File: src/rtl/sky130_sram_pkg.sv
// Shared constants for the sky130 1rw1r SRAM behavioural model: the legal macro
// geometries, the byte width used by the write masks, and the port0 operation decode.
package sky130_sram_pkg;

    localparam int BYTE_W = 8;

    // sky130_sram_1kbyte_1rw1r_32x256_8
    localparam int CFG_32X256_DW = 32;
    localparam int CFG_32X256_AW = 8;
    localparam int CFG_32X256_NM = 4;

    // sky130_sram_1kbyte_1rw1r_8x1024_8
    localparam int CFG_8X1024_DW = 8;
    localparam int CFG_8X1024_AW = 10;
    localparam int CFG_8X1024_NM = 1;

    // sky130_sram_2kbyte_1rw1r_32x512_8
    localparam int CFG_32X512_DW = 32;
    localparam int CFG_32X512_AW = 9;
    localparam int CFG_32X512_NM = 4;

    typedef enum logic [1:0] {
        OP_IDLE  = 2'd0,
        OP_READ  = 2'd1,
        OP_WRITE = 2'd2
    } port0_op_e;

    function automatic bit is_legal_cfg(input int dw, input int aw, input int nm);
        return (dw == CFG_32X256_DW && aw == CFG_32X256_AW && nm == CFG_32X256_NM) ||
               (dw == CFG_8X1024_DW && aw == CFG_8X1024_AW && nm == CFG_8X1024_NM) ||
               (dw == CFG_32X512_DW && aw == CFG_32X512_AW && nm == CFG_32X512_NM);
    endfunction

endpackage

File: src/rtl/sky130_sram_in_reg.sv
// Stage-1 input register bank for one SRAM port. On reset the chip select
// returns to the deselected state so nothing stale reaches the array stage.
module sky130_sram_in_reg
    import sky130_sram_pkg::*;
#(
    parameter int DATA_WIDTH = 32,
    parameter int ADDR_WIDTH = 8,
    parameter int NUM_WMASKS = 4
) (
    input  logic                  clk0,
    input  logic                  rst_n,
    input  logic                  csb,
    input  logic                  web,
    input  logic [NUM_WMASKS-1:0] wmask,
    input  logic [ADDR_WIDTH-1:0] addr,
    input  logic [DATA_WIDTH-1:0] din,
    output logic                  csb_reg,
    output logic                  web_reg,
    output logic [NUM_WMASKS-1:0] wmask_reg,
    output logic [ADDR_WIDTH-1:0] addr_reg,
    output logic [DATA_WIDTH-1:0] din_reg
);

    always_ff @(posedge clk0) begin
        if (!rst_n) begin
            csb_reg   <= 1'b1;
            web_reg   <= 1'b0;
            wmask_reg <= '0;
            addr_reg  <= '0;
            din_reg   <= '0;
        end else begin
            csb_reg   <= csb;
            web_reg   <= web;
            wmask_reg <= wmask;
            addr_reg  <= addr;
            din_reg   <= din;
        end
    end

endmodule

File: config.mk
export PLATFORM = sky130hd
export DESIGN_NAME = sky130_sram_in_reg
export DESIGN_NICKNAME = d
export VERILOG_FILES = /design/src/rtl/sky130_sram_pkg.sv /design/src/rtl/sky130_sram_in_reg.sv
export SDC_FILE = /design/constraint.sdc
export NUM_CORES = 1
export LEC_CHECK = 0
export ABC_CLOCK_PERIOD_IN_PS = 800
export CORE_MARGIN = 2
export CORE_UTILIZATION = 33
export CTS_CLUSTER_DIAMETER = 30
export DETAILED_ROUTE_END_ITERATION = 8
export GPL_TIMING_DRIVEN = 0
export PLACE_DENSITY = 0.9
export SKIP_CTS_REPAIR_TIMING = 1
export SLEW_MARGIN = 25
export SYNTH_ARGS = -nofsm -noshare
export SYNTH_HDL_FRONTEND = slang
export SYNTH_SLANG_ARGS = --single-unit
File: constraint.sdc
create_clock -name clk0 -period 0.8 [get_ports clk0]
set_input_delay 0.16 -clock clk0 [delete_from_list [all_inputs] [get_ports clk0]]
set_output_delay 0.16 -clock clk0 [all_outputs]
set_load 0.02 [all_outputs]
# ---- Word-level counts from Yosys, hierarchy flattened
# Cells that the tools add are included.
dict set report totals {
  regBits 46
  input_bits 48
  output_inout_bits 46
  wordCells 5
}

# ---- Depth between registers and ports, before layout
dict set report depth {
  word_depth 0
  mapped_depth 2
  depth_no_buf 1
}

# ---- Worst setup path before layout
# Ideal clock, no wire load.
dict set report synth_timing {
  path_kind {input-to-reg}
  start {in rst_n}
  end {reg addr_reg[0]}
  setup_ps 116
  t_arrival_ps 439
  required_ps 684
  setup_slack_ps 245
  path_stages 2
  n_path_buf 1
  cell_sequence {clkbuf_2 and2_2}
}
# item line_no
set synth_rtl {}
lappend synth_rtl {{start, declared} sky130_sram_in_reg.sv:11} ;# input logic rst_n,
lappend synth_rtl {{end signal, assigned} sky130_sram_in_reg.sv:35} ;# addr_reg <= addr;
lappend synth_rtl {{end, declared} sky130_sram_in_reg.sv:20} ;# output logic [ADDR_WIDTH-1:0] addr_reg,
# No word-level cell between the ends.

# ---- Final worst setup path
dict set report layout_timing {
  start {reg wmask_reg[1]}
  end {out wmask_reg[1]}
}
# item line_no
set layout_rtl {}
lappend layout_rtl {{start, declared} sky130_sram_in_reg.sv:19} ;# output logic [NUM_WMASKS-1:0] wmask_reg,
lappend layout_rtl {{start signal, assigned} sky130_sram_in_reg.sv:34} ;# wmask_reg <= wmask;
# No word-level cell between the ends.

==> flow_summary_export.csv <==
group,metric,value,unit
pwr,p_comb_share,17.2,%
synthesis,ys_seq_area_share,71.60,%
placement,port_buffers,93,
synthesis,syn_area_per_cell,13.40,µm²
sta,slew_headroom,80.55,%
placement,place.gp.congestion,0.6180,
setup_path,critical_path.top_delay_family,"flip-flops",
pwr,switching_share,21.79,%
finish,multiInputGateArea,345.3,µm²
sta,fin_ws,-0.09402,ns
floorplan,die_h,66.43,µm
setup_path,path_max_fanout,1,
sta,setup_viol_count_final,46,
clock_tree,cts_buffers,5,
finish,instances_no_fill,244,
clock_tree,cts_tree,"done",
grt,grt_pass1_wl,4.353,mm
routing,wl_per_cell,11.58,µm
pwr,peakVddDrop,0.001494,V
status,status,"finished, violations left",
finish,final_cell_mix,"dfxtp_2, clkdlybuf4s50_1, buf_6",
synthesis,synth_seq_cells,46,
min_path,holdPathStages,2,
routing,vias,940,
setup_path,path_buf_inv,1,
setup_path,crit_type,"reg2out",
pwr,p_leak,1.079,nW
pwr,p_clk_share,27.8,%
placement,dp_hpwl,2.143,mm
clock_tree,cts_sinks,46,
clock_tree,cts-root-buf,"clkbuf_8",
clock_tree,clk_pin_slew,0.07,ns
status,violations,"negative setup slack",
finish,layout-drive-gt1-share,74.49,%
synthesis,synth_cell_types,4,
synthesis,synth_warnings,0,
setup_path,crit_cells,1,
pwr,p_per_area,1833,nW/µm²
floorplan,fp.dieArea,4413,µm²
routing,first_pass_iters,2,
grt,grt_overflow,0,
pwr,seq_power_share,55.0,%
routing,drc,0,
floorplan,ios,94,
routing,antenna_violating_nets_post_route,0,
floorplan,core.rowCount,22,
sta,timing.final.max_slew_violations,0,
setup_path,worst_path_largest_cell_delay,0.32,ns
grt,grtUsageTotal,13.72,%
finish,nets,244,
finish,diodes,0,
min_path,hp-class,"in2reg",
routing,drt-total-wl,2.826,mm
sta,finalCriticalPeriod,0.8940,ns
floorplan,die_width,66.43,µm
finish,fillCellCount,278,
finish,largest_reg_flops,32,
setup_path,worstPathCellList,"buf_6",
sta,post-route-period-util,111.8,%
grt,antenna_found_initial,0,
setup_path,required,0.64,ns
setup_path,crit_path_start_kind,"flop",
setup_path,worstPathArrival,0.73,ns
grt,grt_pass1_vias,953,
routing,drt_iter0_markers,30,
floorplan,core-area,3716,µm²
synthesis,syn_area,1286,µm²
setup_path,end_kind,"primary output",
synthesis,synthesis.nets,144,
flow_run,cap_violations,0,
synthesis,synth_cells,96,
sta,worst_pin_slew,0.2913,ns
setup_path,crit_slowest_cell,"dfxtp_2",
placement,dp_cells,237,
pwr,internal-power,3.543,mW
floorplan,initial_core_util,34.61,%
sta,fmax,1119,MHz
clock_tree,clk_path_buf_depth,2,
grt,grt_start_max_net_pins,13,
clock_tree,htree_levels,2,
routing,vias_per_cell,3.852,
placement,dp_slack,-0.4707,ns
finish,syn_to_final_growth,92.12,%
pwr,power.net_switching,987.3,µW
sta,rsz0062_at_grt,"yes",
finish,regArea,978.4,µm²
sta,finalHoldViolations,0,
-- per-layer routing --
metal / GRT usage, % / routed length [µm] / vias to the layer above / share of wire (%)
li1: - / - / 485 / -
met1: 14.98 / 1120 / 394 / 40
met2: 20.88 / 1335 / 59 / 47
met3: 7.666 / 356 / 2 / 13
met4: 7.653 / 13 / 0 / 0.46
met5: 0 / 0 / - / 0
-- Yosys cell counts, drive strengths merged --
cell type | instances | area [µm²]
and2 | 45 | 337.8
clkbuf | 4 | 20.02
dfxtp | 46 | 920.9
or2b | 1 | 7.510
-- kinds of logic (layout without fill, tap and decap cells) --
kind of cell           count (synthesis)  in the layout  synth area share [%]
flip-flops                            46             46                 71.60
AND/OR/NAND/NOR                       46             46                 26.85
buffers and inverters                  4            104                 1.556
-- worst paths after layout --
kind                          from      endpoint
worst max-delay path  wmask_reg[1]  wmask_reg[1]
worst min-delay path         rst_n       csb_reg
-- power groups by stage --
stage	Sequential, mW	Clock, mW	Combinational (mW)
floorplan	2.66	0	0.116
global placement	2.49	0	0.754
detailed placement	2.50	0	0.763
CTS	2.44	1.32	0.767
global route	2.50	1.43	0.834
finish	2.49	1.26	0.780
-- area by class of cell --
class | instances | share of cell area (%)
plain buffers | 4 | 0.8101
clock buffers | 7 | 3.089
multi-input cells | 46 | 13.97
flip-flops and latches | 46 | 39.59
well taps | 48 | 2.430
repair buffers | 93 | 40.10
-- stage by stage --
| stage | util [%] | hold slack (ns) | power (mW) | setup TNS [ns] | area [µm²] |
|---|---|---|---|---|---|
| finish | 66.50 | 0.2922 | 4.531 | -3.911 | 2471 |
| global route | 66.50 | 0.3207 | 4.767 | -5.194 | 2471 |
| floorplan | - | 0.2564 | 2.772 | 0 | 1286 |
| CTS | 63.33 | 0.4225 | 4.527 | -32.71 | 2354 |
| detailed placement | 61.28 | 0.7284 | 3.260 | -31.48 | 2277 |
| global placement | 61.28 | 0.7214 | 3.244 | -30.89 | 2277 |
Power figures use the tool's default switching activity.
